`config.mk`:
```
export PLATFORM = sky130hd
export DESIGN_NAME = joypad_serializer
export DESIGN_NICKNAME = d
export VERILOG_FILES = /design/src/rtl/joypad_pkg.sv /design/src/rtl/joypad_port_shifter.sv /design/src/rtl/joypad_serializer.sv
export SDC_FILE = /design/constraint.sdc
export NUM_CORES = 1
export LEC_CHECK = 0
export ABC_AREA = 1
export BUFFER_PORTS_ARGS = -buffer_cell sky130_fd_sc_hd__buf_2
export CAP_MARGIN = 5
export CELL_PAD_IN_SITES_DETAIL_PLACEMENT = 1
export CELL_PAD_IN_SITES_GLOBAL_PLACEMENT = 2
export CORE_MARGIN = 10
export CORE_UTILIZATION = 37
export DETAILED_ROUTE_END_ITERATION = 7
export GPL_TIMING_DRIVEN = 0
export HOLD_SLACK_MARGIN = 0.05
export PLACE_DENSITY = 0.85
export SETUP_SLACK_MARGIN = 0.5
export SKIP_CTS_REPAIR_TIMING = 1
export SYNTH_ARGS = -nofsm -noshare
export SYNTH_HDL_FRONTEND = slang
export SYNTH_SLANG_ARGS = --single-unit
export TNS_END_PERCENT = 100
```
`constraint.sdc`:
```
create_clock -name clock -period 4.1 [get_ports clock]
set_input_delay 0.41 -clock clock [delete_from_list [all_inputs] [get_ports clock]]
set_output_delay 0.41 -clock clock [all_outputs]
set_load 0.01 [all_outputs]
```
`src/rtl/joypad_pkg.sv`:
```
// Shared constants for the NES joypad serializer: button indices, Four Score
// signatures, serial lengths and the per-port reload word builder.
package joypad_pkg;

  localparam int unsigned BTN_A      = 0;
  localparam int unsigned BTN_B      = 1;
  localparam int unsigned BTN_SELECT = 2;
  localparam int unsigned BTN_START  = 3;
  localparam int unsigned BTN_UP     = 4;
  localparam int unsigned BTN_DOWN   = 5;
  localparam int unsigned BTN_LEFT   = 6;
  localparam int unsigned BTN_RIGHT  = 7;

  localparam int unsigned PAD_BITS = 8;
  localparam int unsigned SER_BITS = 24;

  localparam logic [7:0]  FS_SIG_P0   = 8'h08;
  localparam logic [7:0]  FS_SIG_P1   = 8'h04;
  localparam logic [15:0] NORMAL_FILL = 16'hFFFF;

  // Normal mode pads the single pad with ones; Four Score chains two pads plus the signature.
  function automatic logic [SER_BITS-1:0] reload_word(input logic                fs,
                                                      input logic [7:0]          sig,
                                                      input logic [PAD_BITS-1:0] hi_pad,
                                                      input logic [PAD_BITS-1:0] lo_pad);
    return fs ? {sig, hi_pad, lo_pad} : {NORMAL_FILL, lo_pad};
  endfunction

endpackage

```
`src/rtl/joypad_port_shifter.sv`:
```
// One NES controller port: 24-bit serial register with level-sensitive strobe
// reload and shift on the falling edge of the port's read clock.
module joypad_port_shifter
  import joypad_pkg::*;
(
  input  logic                clock,
  input  logic                reset,
  input  logic                i_strobe,
  input  logic                i_read,
  input  logic [SER_BITS-1:0] i_reload,
  output logic                o_data
);

  logic [SER_BITS-1:0] sr;
  logic                rd_q;
  logic                rd_fall_c;

  assign rd_fall_c = rd_q & ~i_read;

  // Strobe has priority over a coincident read edge; exhausted data fills with ones.
  always_ff @(posedge clock or posedge reset) begin
    if (reset) begin
      sr   <= '0;
      rd_q <= 1'b0;
    end else begin
      rd_q <= i_read;
      if (i_strobe) begin
        sr <= i_reload;
      end else if (rd_fall_c) begin
        sr <= {1'b1, sr[SER_BITS-1:1]};
      end
    end
  end

  assign o_data = sr[0];

endmodule

```
`src/rtl/joypad_serializer.sv`:
```
// NES controller-port serializer for up to four pads with per-button autofire
// and optional Four Score multitap mode on $4016/$4017.
module joypad_serializer
  import joypad_pkg::*;
#(
  parameter int unsigned C_ports       = 2,
  parameter int unsigned C_clk_hz      = 21477272,
  parameter int unsigned C_autofire_hz = 10
) (
  input  logic                   clock,
  input  logic                   reset,
  input  logic                   i_strobe,
  input  logic [1:0]             i_read,
  input  logic [8*C_ports-1:0]   i_buttons,
  input  logic [8*C_ports-1:0]   i_autofire,
  input  logic                   i_fourscore,
  output logic [1:0]             o_data
);

  localparam int unsigned DIV_RAW = C_clk_hz / (2 * C_autofire_hz);
  localparam int unsigned DIV     = (DIV_RAW == 0) ? 1 : DIV_RAW;
  localparam int unsigned DIV_W   = (DIV > 1) ? $clog2(DIV) : 1;

  logic [DIV_W-1:0]       div_cnt;
  logic                   phase;
  logic                   fs;
  logic                   fs_mode_c;
  logic [8*C_ports-1:0]   eff_c;
  logic [3:0][7:0]        pad;
  logic [SER_BITS-1:0]    reload0_c;
  logic [SER_BITS-1:0]    reload1_c;

  // Autofire divider: phase toggles every DIV clocks.
  always_ff @(posedge clock or posedge reset) begin
    if (reset) begin
      div_cnt <= '0;
      phase   <= 1'b0;
    end else if (div_cnt == DIV_W'(DIV - 1)) begin
      div_cnt <= '0;
      phase   <= ~phase;
    end else begin
      div_cnt <= div_cnt + DIV_W'(1);
    end
  end

  // Mode flag follows i_fourscore only while strobing.
  always_ff @(posedge clock or posedge reset) begin
    if (reset) begin
      fs <= 1'b0;
    end else if (i_strobe) begin
      fs <= i_fourscore;
    end
  end

  assign eff_c = i_buttons & ~(i_autofire & {(8*C_ports){~phase}});

  for (genvar n = 0; n < 4; n++) begin : g_pad
    if (n < C_ports) begin : g_present
      assign pad[n] = eff_c[8*n +: 8];
    end else begin : g_absent
      assign pad[n] = '0;
    end
  end

  assign fs_mode_c = i_strobe ? i_fourscore : fs;
  assign reload0_c = reload_word(fs_mode_c, FS_SIG_P0, pad[2], pad[0]);
  assign reload1_c = reload_word(fs_mode_c, FS_SIG_P1, pad[3], pad[1]);

  joypad_port_shifter u_port0 (
    .clock    (clock),
    .reset    (reset),
    .i_strobe (i_strobe),
    .i_read   (i_read[0]),
    .i_reload (reload0_c),
    .o_data   (o_data[0])
  );

  joypad_port_shifter u_port1 (
    .clock    (clock),
    .reset    (reset),
    .i_strobe (i_strobe),
    .i_read   (i_read[1]),
    .i_reload (reload1_c),
    .o_data   (o_data[1])
  );

endmodule
```
[Word level (Yosys, flattened, before mapping)]
Cells that the tools add are included.
Word-level totals
  flip-flop bits (word level): 73
  input port bits: 38
  word-level logic and storage cells: 27
Operators by class
  mux-type cells: 8
  add/subtract/negate cells: 1
  reduce and logical (&&, ||, !) cells: 2
  bitwise operators: 8
  eq/ne operators: 1
Operator list (count)
  $mux 24: 6
  $and 16x16->16: 2
  $add 21x1->21 const B: 1
  $eq 21x21->1 const B: 1
  $mux 21: 1
  $not 16->16: 1
  $reduce_bool 2->1: 2
  $not 1->1: 3
  $and 1x1->1: 2
  $mux 1: 1

[Longest topological paths before layout]
Gate-level depths: netlist (run 1).
  word-level depth: 6
  gate-level depth with buffers: 9

[Modules after synthesis]
Synthesis (run 1) repeated with hierarchy kept, for this count alone.
Unflattened totals
  cells, all modules: 559
  area total of the unflattened synthesis: 4149.0 um^2
By module, submodules not included
  joypad_port_shifter: cells an instance 184, area each 1355.0 um^2, seq. area each 625.6 um^2, times used 2
  joypad_serializer: cells an instance 191, area each 1438.9 um^2, seq. area each 575.6 um^2, times used 1

[Worst setup path before layout (run 1)]
Ideal clock, no wire load.
  kind: reg-to-reg
  from: register div_cnt[0]
  to: register div_cnt[0]
  cell stages (with the launch flop): 10
  data required time: 3.979 ns
  arrival: 1.211 ns
  path slack: 2.768 ns
  clock period less this slack: 1.332 ns
  cells stage by stage: dfrtp_1 inv_1 ha_1 inv_1 nor2_1 nand2_1 nor2_1 nand3_1 inv_1 nor2_1
On the way
  longest elaborated chain between the ends: 2
  elaborated cells between the ends (all ways): 3
  those cells by class: add/sub (1); eq/ne (1); mux (1)
RTL lines
  start, declared: line joypad_serializer.sv:24  | logic [DIV_W-1:0] div_cnt;
  start signal, assigned: line joypad_serializer.sv:42  | div_cnt <= div_cnt + DIV_W'(1);
  $add 21x1->21 / $eq 21x21->1 (equally long branches): line joypad_serializer.sv:42, joypad_serializer.sv:38
  $mux 21 (*): line joypad_serializer.sv:38  | end else if (div_cnt == DIV_W'(DIV - 1)) begin
Every way passes the cells marked *; elsewhere a longest branch is shown, timed or not.
A chain may end at the register's enable or synchronous reset.

[Final worst setup path (run 1)]
  from: register div_cnt[0]
  to: register div_cnt[1]
Same word-level chain as after synthesis.

==> run_summary.xml, run 1 <==
<?xml version="1.0" encoding="UTF-8"?>
<metrics>
  <group name="run_status">
    <metric name="outcome" unit="">complete, no violations</metric>
  </group>
  <group name="worst_setup_path">
    <metric name="timing.critical_path.slowest_cell_delay" unit="ps">410</metric>
    <metric name="setup.worst_path.start_class" unit="">flip-flop</metric>
    <metric name="slowest_stage" unit="">sky130_fd_sc_hd__dfrtp_1</metric>
    <metric name="critical_path_required" unit="ps">4330</metric>
    <metric name="data_arrival_time_of_the_critical_path" unit="ps">1860</metric>
    <metric name="worst-path-max-fanout" unit="">6</metric>
    <metric name="timing.reg2reg.setup_slack" unit="ps">2470</metric>
    <metric name="worst-setup-path-type" unit="">flip-flop to flip-flop</metric>
    <metric name="worst_path_dominant_cell_family" unit="">simple AND/OR/NAND/NOR gates</metric>
    <metric name="number_of_buffer_and_inverter_instances_along_the_worst_setup_path" unit="">3</metric>
    <metric name="worst_path_cell_chain" unit="">inv_1 &gt; ha_1 &gt; inv_1 &gt; nor2_1 &gt; nand2_1 &gt; nor2_1 &gt; nand3_1 &gt; inv_1 &gt; nor2_1</metric>
    <metric name="regToRegEndpoint" unit="">div_cnt[1]</metric>
    <metric name="timing.critical_path.to_type" unit="">flip-flop</metric>
    <metric name="crit-reg2reg-launch" unit="">div_cnt[0]</metric>
    <metric name="worst_reg_to_reg_cells" unit="">9</metric>
  </group>
  <group name="power_and_ir_drop">
    <metric name="power.switching_fraction" unit="">0.242</metric>
    <metric name="clkPwrFrac" unit="">0.428</metric>
    <metric name="p_comb_frac" unit="">0.105</metric>
    <metric name="cell_internal_pwr" unit="mW">1.33</metric>
    <metric name="power.density" unit="nW/um^2">417</metric>
    <metric name="share_seq_of_total_power" unit="">0.467</metric>
    <metric name="total_power" unit="mW">1.76</metric>
    <metric name="leakagePower" unit="nW">2.02</metric>
    <metric name="ir_drop" unit="V">0.000173</metric>
    <metric name="power_switching" unit="mW">0.425</metric>
  </group>
  <group name="finish">
    <metric name="multi_input_comb_area" unit="sq um">1480</metric>
    <metric name="areaGrowthSynthToFinish" unit="%">18.6</metric>
    <metric name="drive_gt1_frac" unit="">0.203</metric>
    <metric name="nFillCells" unit="">1161</metric>
    <metric name="layoutNonFillerInstCount" unit="">617</metric>
    <metric name="layout.nets" unit="">523</metric>
    <metric name="n_antenna_cell" unit="">0</metric>
    <metric name="final_design_area_no_fill" unit="sq um">4220</metric>
    <metric name="regArea" unit="sq um">1830</metric>
    <metric name="final_core_utilization" unit="">0.454</metric>
  </group>
  <group name="timing">
    <metric name="setup_viol" unit="">0</metric>
    <metric name="final.period_utilization" unit="">0.398</metric>
    <metric name="max_freq" unit="GHz">0.613</metric>
    <metric name="slew-limit-headroom" unit="">0.673</metric>
    <metric name="final_worst_path_period_need" unit="ps">1630</metric>
    <metric name="tightestPinTransition" unit="ps">491</metric>
    <metric name="drv_slew" unit="">0</metric>
    <metric name="finalHoldViolations" unit="">0</metric>
    <metric name="setup_total_negative_slack" unit="ps">0</metric>
    <metric name="final.setup_skew" unit="ps">13.7</metric>
    <metric name="final_critical_path_setup_slack" unit="ps">2470</metric>
    <metric name="grt_setup_unrepaired" unit="">no</metric>
    <metric name="hold_ws" unit="ps">187</metric>
  </group>
  <group name="clock_tree">
    <metric name="clk_path_buf_depth" unit="">2</metric>
    <metric name="tritoncts" unit="">done</metric>
    <metric name="clk_root_buffer_cell" unit="">sky130_fd_sc_hd__clkbuf_8</metric>
    <metric name="cts_buffer_count" unit="">9</metric>
    <metric name="clk_latency" unit="ps">350</metric>
    <metric name="cts.clk_slew.worst_paths" unit="ps">90</metric>
    <metric name="clock_tree.htree_level_count" unit="">3</metric>
    <metric name="numClockSinks" unit="">73</metric>
  </group>
  <group name="yosys">
    <metric name="area_share_of_the_largest_cell_type_after_synthesis" unit="">0.514</metric>
    <metric name="yosys_register_bits" unit="">73</metric>
    <metric name="syn_area_per_cell" unit="sq um">8.25</metric>
    <metric name="asyncSetResetFlopFracSynth" unit="">1.00</metric>
    <metric name="post_synth_main_area_contributors" unit="">sky130_fd_sc_hd__dfrtp_1 (51%), sky130_fd_sc_hd__nand2_1 (11%), sky130_fd_sc_hd__nor2_1 (7.9%)</metric>
    <metric name="synth-main-ff-cell" unit="">sky130_fd_sc_hd__dfrtp_1</metric>
    <metric name="syn_std_cell_area" unit="sq um">3550</metric>
    <metric name="post_synth_inst_count" unit="">431</metric>
    <metric name="mappedNetlistNets" unit="">471</metric>
    <metric name="yosys.area.top_type" unit="">sky130_fd_sc_hd__dfrtp_1</metric>
    <metric name="synth_warnings" unit="">0</metric>
    <metric name="synth_cell_types" unit="">25</metric>
    <metric name="synth-seq-area-share" unit="">0.514</metric>
    <metric name="synth-edff-count" unit="">0</metric>
  </group>
  <group name="drt">
    <metric name="via_count" unit="">2921</metric>
    <metric name="routed_via_density" unit="">4.73</metric>
    <metric name="routed_wirelength" unit="mm">8.72</metric>
    <metric name="drc_errors" unit="">0</metric>
    <metric name="violation_count_after_the_first_detailed_routing_iteration" unit="">141</metric>
    <metric name="drt-wirelength-per-cell" unit="um">14.1</metric>
    <metric name="drt-pass1-iter-count" unit="">4</metric>
    <metric name="ant_nets" unit="">0</metric>
  </group>
  <group name="grt">
    <metric name="grt_util_all_layers" unit="">0.131</metric>
    <metric name="first_global_vias" unit="">3185</metric>
    <metric name="global_route_wire_length_before_repair" unit="mm">15.5</metric>
    <metric name="grt_start_max_net_pins" unit="">61</metric>
    <metric name="globalRouteOverflowTotal" unit="">0</metric>
    <metric name="antenna_found_initial" unit="">0</metric>
  </group>
  <group name="placement">
    <metric name="buffer_ports.inserted" unit="">39</metric>
    <metric name="post-dp-hpwl" unit="mm">6.58</metric>
    <metric name="dpl.cell_count" unit="">600</metric>
    <metric name="place_worst_setup_slack" unit="ps">2450</metric>
    <metric name="post_dp_cell_area" unit="sq um">3940</metric>
    <metric name="gp_congestion" unit="">0.778</metric>
  </group>
  <group name="die">
    <metric name="floorplan.core_area" unit="sq um">9280</metric>
    <metric name="die_y" unit="um">118</metric>
    <metric name="dieArea" unit="sq um">13900</metric>
    <metric name="start_util" unit="">0.383</metric>
    <metric name="die_width" unit="um">118</metric>
    <metric name="design.portCount" unit="">40</metric>
    <metric name="number_of_rows_created_at_floorplan" unit="">35</metric>
  </group>
  <group name="hold_path">
    <metric name="worstHoldPathCells" unit="">1</metric>
    <metric name="worst_hold_path.endpoint" unit="">u_port0.rd_q</metric>
    <metric name="timing.hold.worst.class" unit="">input pin to flip-flop</metric>
    <metric name="hp-start" unit="">i_read[0]</metric>
  </group>
  <group name="job">
    <metric name="max_cap_violations" unit="">0</metric>
  </group>
</metrics>
==> area by class of cell <==
class | count | area share
well taps | 129 | 0.0383
multi-input cells | 305 | 0.351
flip-flops and latches | 73 | 0.433
inverters | 34 | 0.0309
repair buffers | 41 | 0.0552
clock inverters | 6 | 0.0326
plain buffers | 19 | 0.0288
clock buffers | 10 | 0.0303
==> synthesized netlist by cell type, drive strengths merged (3+ instances only) <==
master	instances
a21oi	34
buf	18
dfrtp	73
inv	33
nand2	104
nand3	17
nand4	4
nor2	77
nor3	3
o21ai	50
xor2	12
==> placed cells by master, fill, tap and decap left out, drive strengths merged <==
master,synthesis,layout
nand4,4,4
xor2,12,12
a21oi,34,34
buf,18,58
o21ai,50,50
nand2,104,104
nor2,77,77
dlygate4sd3,0,1
clkinv,1,1
dfrtp,73,73
ha,2,2
nor3,3,3
xnor2,2,2
inv,33,35
clkbuf,1,11
nand3,17,17
bufinv,0,4
==> worst max-delay path by stage <==
stage	start	to	slack, ps	depth (start not counted)
final	div_cnt[0]	div_cnt[1]	2470	9
after global routing	div_cnt[0]	div_cnt[0]	2310	9
after CTS	div_cnt[0]	div_cnt[7]	2440	9
after detailed placement	div_cnt[0]	div_cnt[7]	2450	9
after global placement	reset	u_port0.sr[12]	800	2
after floorplan	reset	div_cnt[0]	1840	1
==> power groups by stage <==
stage          Sequential [mW]  Combinational, mW  Clock (mW)
5_1_grt                  0.830              0.214       0.803
6_report                 0.820              0.185       0.752
3_3_place_gp             0.832              0.177           0
4_1_cts                  0.821              0.189       0.771
3_5_place_dp             0.835              0.188           0
2_1_floorplan            0.824              0.131           0
==> per-layer routing <==
layer	share of wire	track usage	wire length [um]	vias up
met5	0	0	0	-
met4	0.012	0.0440	106	0
met3	0.029	0.0254	252	7
met2	0.44	0.206	3810	42
met1	0.52	0.177	4550	1397
li1	-	-	-	1475
==> logic make-up after synthesis <==
logic type      share of synthesized area
compound gates                      0.143
xor+xnor                           0.0345
fa+ha+maj                         0.00704
buf+inv                            0.0700
flops                               0.514
simple gates                        0.232
==> state kept, by name, indices dropped and copies added, names as in the netlist <==
register      flops
div_cnt          21
fs                1
phase             1
u_port0.rd_q      1
u_port0.sr       24
u_port1.rd_q      1
u_port1.sr       24
Note: power is estimated with default switching activity, not from simulation.
==> run 2, diff against run 1 <==
CORE_UTILIZATION = 31   (was 37)
PLACE_DENSITY = 0.76   (was 0.85)
clock period = 1.5 ns   (was 4.1 ns; I/O delays follow)
==> run 2 against run 1 <==
Net effect:
- the run now ends with negative hold slack left
- sequential share of layout area decreased by 8.2 points
- combinational power increased to 4.4 times the previous value
- cell count increased by 6.0%
- worst hold slack got worse by 230 ps
- first-iteration DRC count decreased by 55%
- register-to-register slack got worse by 2400 ps
- total power increased to 3.1 times the previous value
- sequential power increased to 2.8 times the previous value
- flip-flop and latch count unchanged
==> run_summary.xml, run 2 (synthesis gave the netlist of run 1 again) <==
<?xml version="1.0" encoding="UTF-8"?>
<metrics>
  <group name="worst_setup_path">
    <metric name="worst_reg_to_reg_cells" unit="">9</metric>
    <metric name="slowest_stage" unit="">sky130_fd_sc_hd__dfrtp_2</metric>
    <metric name="worstSetupEndpoint" unit="">div_cnt[0]</metric>
    <metric name="timing.critical_path.to_type" unit="">flip-flop</metric>
    <metric name="cp-startpoint" unit="">div_cnt[0]</metric>
    <metric name="timing.critical_path.slowest_cell_delay" unit="ps">430</metric>
    <metric name="crit-reg2reg-launch" unit="">div_cnt[0]</metric>
    <metric name="worst-setup-path-type" unit="">flip-flop to flip-flop</metric>
    <metric name="worst_path_cell_chain" unit="">inv_2 &gt; ha_4 &gt; inv_2 &gt; nor2_2 &gt; nand2_1 &gt; nor2_2 &gt; nand3_4 &gt; inv_6 &gt; nor2_1</metric>
    <metric name="timing.reg2reg.setup_slack" unit="ps">70</metric>
    <metric name="setup.worst_path.start_class" unit="">flip-flop</metric>
    <metric name="data_arrival_time_of_the_critical_path" unit="ps">1660</metric>
    <metric name="critical_path_required" unit="ps">1720</metric>
    <metric name="regToRegEndpoint" unit="">div_cnt[0]</metric>
    <metric name="worst-path-max-fanout" unit="">6</metric>
  </group>
  <group name="die">
    <metric name="die_y" unit="um">127</metric>
    <metric name="die_width" unit="um">127</metric>
    <metric name="floorplan.core_area" unit="sq um">11300</metric>
    <metric name="dieArea" unit="sq um">16100</metric>
    <metric name="design.portCount" unit="">40</metric>
    <metric name="number_of_rows_created_at_floorplan" unit="">39</metric>
    <metric name="start_util" unit="">0.314</metric>
  </group>
  <group name="clock_tree">
    <metric name="numClockSinks" unit="">73</metric>
    <metric name="clk_latency" unit="ps">340</metric>
    <metric name="cts_buffer_count" unit="">9</metric>
    <metric name="clk_root_buffer_cell" unit="">sky130_fd_sc_hd__clkbuf_16</metric>
    <metric name="tritoncts" unit="">done</metric>
    <metric name="clk_path_buf_depth" unit="">2</metric>
    <metric name="clock_tree.htree_level_count" unit="">3</metric>
    <metric name="cts.clk_slew.worst_paths" unit="ps">60</metric>
  </group>
  <group name="drt">
    <metric name="ant_nets" unit="">0</metric>
    <metric name="routed_wirelength" unit="mm">10.5</metric>
    <metric name="violation_count_after_the_first_detailed_routing_iteration" unit="">63</metric>
    <metric name="drt-pass1-iter-count" unit="">4</metric>
    <metric name="routed_via_density" unit="">4.79</metric>
    <metric name="via_count" unit="">3135</metric>
    <metric name="drt-wirelength-per-cell" unit="um">16.0</metric>
    <metric name="drc_errors" unit="">0</metric>
  </group>
  <group name="job">
    <metric name="max_cap_violations" unit="">0</metric>
  </group>
  <group name="grt">
    <metric name="grt_util_all_layers" unit="">0.117</metric>
    <metric name="grtUsageMet2" unit="">0.175</metric>
    <metric name="globalRouteOverflowTotal" unit="">0</metric>
    <metric name="grt_use_met3" unit="">0.0298</metric>
    <metric name="grt_start_max_net_pins" unit="">40</metric>
    <metric name="globalRoute.busiestLayer" unit="">met2</metric>
    <metric name="grt_use_met1" unit="">0.155</metric>
    <metric name="antenna_found_initial" unit="">0</metric>
    <metric name="global_route_wire_length_before_repair" unit="mm">15.5</metric>
    <metric name="first_global_vias" unit="">3127</metric>
  </group>
  <group name="timing">
    <metric name="slew-limit-headroom" unit="">0.457</metric>
    <metric name="hold_ws" unit="ps">-38.0</metric>
    <metric name="finalHoldViolations" unit="">34</metric>
    <metric name="final.period_utilization" unit="">0.956</metric>
    <metric name="max_freq" unit="GHz">0.697</metric>
    <metric name="drv_slew" unit="">0</metric>
    <metric name="setup_viol" unit="">0</metric>
    <metric name="grt_setup_unrepaired" unit="">yes</metric>
    <metric name="final_worst_path_period_need" unit="ps">1430</metric>
    <metric name="final_critical_path_setup_slack" unit="ps">65.5</metric>
    <metric name="final.setup_skew" unit="ps">7.38</metric>
    <metric name="tightestPinTransition" unit="ps">813</metric>
  </group>
  <group name="placement">
    <metric name="place_worst_setup_slack" unit="ps">-25.4</metric>
    <metric name="post-dp-hpwl" unit="mm">6.78</metric>
    <metric name="gp_congestion" unit="">0.729</metric>
    <metric name="post_dp_cell_area" unit="sq um">3960</metric>
    <metric name="buffer_ports.inserted" unit="">39</metric>
  </group>
  <group name="finish">
    <metric name="nFillCells" unit="">1289</metric>
    <metric name="reg.largest.list" unit="">u_port0.sr: 24 flops, u_port1.sr: 24 flops, div_cnt: 21 flops</metric>
    <metric name="final_design_area_no_fill" unit="sq um">5210</metric>
    <metric name="layout.nets" unit="">547</metric>
    <metric name="areaGrowthSynthToFinish" unit="%">46.5</metric>
    <metric name="final_common_cell" unit="">sky130_fd_sc_hd__dfrtp_1</metric>
    <metric name="drive_gt1_frac" unit="">0.442</metric>
    <metric name="n_antenna_cell" unit="">0</metric>
    <metric name="final_cell_mix" unit="">sky130_fd_sc_hd__dfrtp_1 (70), sky130_fd_sc_hd__nor2_1 (61), sky130_fd_sc_hd__nand2_1 (54)</metric>
  </group>
  <group name="run_status">
    <metric name="failed_checks" unit="">negative hold slack</metric>
    <metric name="outcome" unit="">complete, but fails checks</metric>
  </group>
  <group name="power_and_ir_drop">
    <metric name="ir_drop" unit="V">0.000460</metric>
    <metric name="power.density" unit="nW/um^2">1040</metric>
    <metric name="leakagePower" unit="nW">2.44</metric>
  </group>
  <group name="hold_path">
    <metric name="timing.hold.worst.class" unit="">input pin to asynchronous set/reset pin</metric>
  </group>
</metrics>
[run 2: worst min path at each step]
stage	from	end	slack (ps)
5_1_grt	reset	u_port1.sr[1]	30
4_1_cts	i_read[1]	u_port1.rd_q	-60
3_3_place_gp	i_read[0]	u_port0.rd_q	290
6_report	reset	u_port1.sr[0]	-40
2_1_floorplan	i_read[0]	u_port0.rd_q	180
3_5_place_dp	i_read[1]	u_port1.rd_q	300
[run 2: report_power, final]
part	internal (mW)	switching, mW	total, mW
combinational	0.396	0.418	0.815
clock	1.45	0.834	2.28
sequential	2.15	0.163	2.31
[run 2: layout make-up]
class                           instances  area [sq um]  share of cell area
Buffer                                 19           219              0.0420
Clock buffer                           10           229              0.0440
Timing Repair Buffer                   65           569               0.109
Tap cell                              143           179              0.0344
Clock inverter                          5          81.3              0.0156
Sequential cell                        73          1830               0.351
Inverter                               34           151              0.0291
Multi-Input combinational cell        305          1950               0.374
[run 2: critical path: cells and delay by family (launching register included)]
kind,cells,cell delay (ps)
buf+inv,3,250
simple gates,5,500
flops,1,430
fa+ha+maj,1,140
[run 2: routing by layer]
metal,share of wire,vias to the layer above
li1,-,1530
met1,0.48,1552
met2,0.47,43
met3,0.033,10
met4,0.017,0
met5,0,-
[run 2: metrics by stage]
step | TNS, ps | util | power [mW] | hold slack, ps | instances
2_1_floorplan | 0 | - | 2.61 | 181 | 431
3_3_place_gp | -6130 | 0.348 | 2.76 | 286 | 613
3_5_place_dp | -104 | 0.350 | 2.79 | 295 | 614
4_1_cts | -171 | 0.377 | 5.10 | -64.5 | 629
5_1_grt | -135 | 0.460 | 5.65 | 25.4 | 654
6_report | 0 | 0.460 | 5.41 | -38.0 | 654
==> run 3, diff against run 2 <==
ABC_AREA = not set   (was 1)
CORE_UTILIZATION = 37   (was 31)
PLACE_DENSITY = 0.81   (was 0.76)
RECOVER_POWER = 25   (was not set)
clock period = 1.45 ns   (was 1.5 ns; I/O delays follow)
==> run 3 against run 2 <==
Net effect:
- the flow finishes with violations (negative hold slack, negative setup slack)
- highest routed layer unchanged
- critical path type unchanged
- flip-flop and latch count shrank 1
- largest power group unchanged
- combinational power shrank 23%
- sequential share of layout area grew 4.1 points
- via count shrank 14%
==> run_summary.xml, run 3 <==
<?xml version="1.0" encoding="UTF-8"?>
<metrics>
  <group name="run_status">
    <metric name="outcome" unit="">complete, but fails checks</metric>
    <metric name="failed_checks" unit="">negative hold slack, negative setup slack</metric>
  </group>
  <group name="job">
    <metric name="max_cap_violations" unit="">0</metric>
  </group>
  <group name="drt">
    <metric name="routed_via_density" unit="">5.24</metric>
    <metric name="routed_wirelength" unit="mm">8.88</metric>
    <metric name="drt-wirelength-per-cell" unit="um">17.3</metric>
    <metric name="violation_count_after_the_first_detailed_routing_iteration" unit="">95</metric>
    <metric name="via_count" unit="">2681</metric>
    <metric name="drc_errors" unit="">0</metric>
    <metric name="drt-pass1-iter-count" unit="">4</metric>
    <metric name="ant_nets" unit="">0</metric>
  </group>
  <group name="finish">
    <metric name="layoutNonFillerInstCount" unit="">512</metric>
    <metric name="n_antenna_cell" unit="">0</metric>
    <metric name="reg.largest.list" unit="">u_port0.sr: 24 flops, u_port1.sr: 24 flops, div_cnt: 21 flops</metric>
    <metric name="areaGrowthSynthToFinish" unit="%">40.1</metric>
    <metric name="final_cell_mix" unit="">sky130_fd_sc_hd__dfrtp_1 (63), sky130_fd_sc_hd__buf_2 (36), sky130_fd_sc_hd__a21oi_1 (35)</metric>
    <metric name="drive_gt1_frac" unit="">0.391</metric>
    <metric name="final_design_area_no_fill" unit="sq um">4630</metric>
    <metric name="final_common_cell" unit="">sky130_fd_sc_hd__dfrtp_1</metric>
    <metric name="layout.nets" unit="">439</metric>
  </group>
  <group name="yosys">
    <metric name="yosys.area.top_type" unit="">sky130_fd_sc_hd__dfrtp_1</metric>
    <metric name="synth-main-ff-cell" unit="">sky130_fd_sc_hd__dfrtp_1</metric>
    <metric name="area_share_of_the_largest_cell_type_after_synthesis" unit="">0.546</metric>
    <metric name="mappedNetlistNets" unit="">363</metric>
    <metric name="yosys-top-cells-count" unit="">sky130_fd_sc_hd__dfrtp_1 (72), sky130_fd_sc_hd__nand2_1 (52), sky130_fd_sc_hd__a21oi_1 (39)</metric>
    <metric name="synth_most_common_cell" unit="">sky130_fd_sc_hd__dfrtp_1</metric>
    <metric name="asyncSetResetFlopFracSynth" unit="">1.00</metric>
    <metric name="post_synth_inst_count" unit="">323</metric>
    <metric name="syn_std_cell_area" unit="sq um">3300</metric>
    <metric name="syn_area_per_cell" unit="sq um">10.2</metric>
    <metric name="synth_warnings" unit="">0</metric>
    <metric name="synth_cell_types" unit="">35</metric>
    <metric name="synth-seq-area-share" unit="">0.546</metric>
    <metric name="yosys_register_bits" unit="">72</metric>
    <metric name="synth-edff-count" unit="">0</metric>
    <metric name="post_synth_main_area_contributors" unit="">sky130_fd_sc_hd__dfrtp_1 (55%), sky130_fd_sc_hd__mux2i_1 (7.0%), sky130_fd_sc_hd__a21oi_1 (5.9%)</metric>
  </group>
  <group name="clock_tree">
    <metric name="tritoncts" unit="">done</metric>
    <metric name="clk_path_buf_depth" unit="">2</metric>
    <metric name="numClockSinks" unit="">72</metric>
    <metric name="cts.clk_slew.worst_paths" unit="ps">80</metric>
    <metric name="cts_buffer_count" unit="">9</metric>
    <metric name="clock_tree.htree_level_count" unit="">3</metric>
    <metric name="clk_root_buffer_cell" unit="">sky130_fd_sc_hd__clkbuf_8</metric>
    <metric name="clk_latency" unit="ps">340</metric>
  </group>
  <group name="placement">
    <metric name="gp_congestion" unit="">0.715</metric>
    <metric name="post_dp_cell_area" unit="sq um">3860</metric>
    <metric name="place_worst_setup_slack" unit="ps">-258</metric>
    <metric name="buffer_ports.inserted" unit="">39</metric>
    <metric name="post-dp-hpwl" unit="mm">5.81</metric>
    <metric name="dpl.cell_count" unit="">472</metric>
  </group>
  <group name="die">
    <metric name="floorplan.core_area" unit="sq um">8720</metric>
    <metric name="die_width" unit="um">114</metric>
    <metric name="die_y" unit="um">114</metric>
    <metric name="start_util" unit="">0.378</metric>
    <metric name="dieArea" unit="sq um">13100</metric>
    <metric name="design.portCount" unit="">40</metric>
    <metric name="number_of_rows_created_at_floorplan" unit="">34</metric>
  </group>
  <group name="timing">
    <metric name="max_freq" unit="GHz">0.618</metric>
    <metric name="setup_total_negative_slack" unit="ps">-1930</metric>
    <metric name="grt_setup_unrepaired" unit="">yes</metric>
    <metric name="final.setup_skew" unit="ps">6.94</metric>
    <metric name="final.period_utilization" unit="">1.12</metric>
    <metric name="final_critical_path_setup_slack" unit="ps">-169</metric>
    <metric name="final_worst_path_period_need" unit="ps">1620</metric>
    <metric name="tightestPinTransition" unit="ps">1050</metric>
    <metric name="setup_viol" unit="">14</metric>
    <metric name="finalHoldViolations" unit="">19</metric>
    <metric name="drv_slew" unit="">0</metric>
    <metric name="slew-limit-headroom" unit="">0.295</metric>
    <metric name="hold_ws" unit="ps">-23.5</metric>
  </group>
  <group name="grt">
    <metric name="first_global_vias" unit="">2747</metric>
    <metric name="grt_start_max_net_pins" unit="">28</metric>
    <metric name="grtUsageMet2" unit="">0.196</metric>
    <metric name="globalRouteOverflowTotal" unit="">0</metric>
    <metric name="antenna_found_initial" unit="">0</metric>
    <metric name="grt_use_met1" unit="">0.163</metric>
    <metric name="grt_use_met3" unit="">0.0356</metric>
    <metric name="globalRoute.busiestLayer" unit="">met2</metric>
    <metric name="grt_util_all_layers" unit="">0.126</metric>
    <metric name="global_route_wire_length_before_repair" unit="mm">13.4</metric>
  </group>
  <group name="worst_setup_path">
    <metric name="regToRegEndpoint" unit="">div_cnt[13]</metric>
    <metric name="data_arrival_time_of_the_critical_path" unit="ps">1850</metric>
    <metric name="worst-path-max-fanout" unit="">10</metric>
    <metric name="timing.reg2reg.setup_slack" unit="ps">-170</metric>
    <metric name="slowest_stage" unit="">sky130_fd_sc_hd__or4_4</metric>
    <metric name="worst_path_dominant_cell_family" unit="">simple AND/OR/NAND/NOR gates</metric>
    <metric name="worst_reg_to_reg_cells" unit="">4</metric>
    <metric name="setup.worst_path.start_class" unit="">flip-flop</metric>
    <metric name="number_of_buffer_and_inverter_instances_along_the_worst_setup_path" unit="">1</metric>
    <metric name="timing.critical_path.slowest_cell_delay" unit="ps">560</metric>
    <metric name="critical_path_required" unit="ps">1680</metric>
    <metric name="worst-setup-path-type" unit="">flip-flop to flip-flop</metric>
    <metric name="timing.critical_path.to_type" unit="">flip-flop</metric>
    <metric name="worst_path_cell_chain" unit="">or4_4 &gt; nor4_4 &gt; buf_6 &gt; nor2_1</metric>
    <metric name="crit-reg2reg-launch" unit="">div_cnt[17]</metric>
  </group>
  <group name="power_and_ir_drop">
    <metric name="power.density" unit="nW/um^2">978</metric>
    <metric name="leakagePower" unit="nW">2.02</metric>
    <metric name="total_power" unit="mW">4.52</metric>
    <metric name="ir_drop" unit="V">0.000562</metric>
  </group>
  <group name="hold_path">
    <metric name="timing.hold.worst.class" unit="">input pin to asynchronous set/reset pin</metric>
  </group>
</metrics>
## run 3: power by group
group | switching, mW | leakage (nW) | total [mW] | internal [mW]
Combinational | 0.313 | 1.07 | 0.628 | 0.315
Sequential | 0.101 | 0.851 | 2.24 | 2.14
Clock | 0.806 | 0.0989 | 1.65 | 0.848
Total | 1.22 | 2.02 | 4.52 | 3.31
## run 3: final cells by class
| class | count | area [sq um] |
|---|---|---|
| clock inverter | 6 | 67.6 |
| timing repair buffer | 65 | 509 |
| multi-input combinational | 224 | 1720 |
| fill | 927 | 4100 |
| inverter | 5 | 20.0 |
| clock buffer | 10 | 138 |
| buffer | 22 | 223 |
| tap | 108 | 135 |
| sequential | 72 | 1810 |
## run 3: worst max-delay path by stage
stage,start,endpoint,depth (start not counted)
2_1_floorplan,div_cnt[19],div_cnt[20],4
3_3_place_gp,div_cnt[4],div_cnt[20],5
3_5_place_dp,div_cnt[4],div_cnt[20],5
4_1_cts,div_cnt[4],div_cnt[13],5
5_1_grt,div_cnt[17],div_cnt[13],4
6_report,div_cnt[17],div_cnt[13],4
## run 3: cell families after synthesis
group,after synthesis,synth area share
AOI/OAI and AO/OA,63,0.107
adders and majority gates,2,0.00758
xor gates and xnor gates,19,0.0504
and+or+nand+nor,117,0.184
buffers and inverters,27,0.0349
muxes,23,0.0697
DFF,72,0.546
## run 3: stage by stage
stage | util | hold slack [ps]
final | 0.530 | -23.5
after global routing | 0.530 | 61.7
after floorplan | - | 176
after detailed placement | 0.443 | 235
after global placement | 0.438 | 270
after CTS | 0.466 | -138
## run 3: per-layer routing
metal / vias up / wire length (um)
li1: 1278 / -
met1: 1349 / 4070
met2: 46 / 4260
met3: 8 / 463
met4: 0 / 80
met5: - / 0
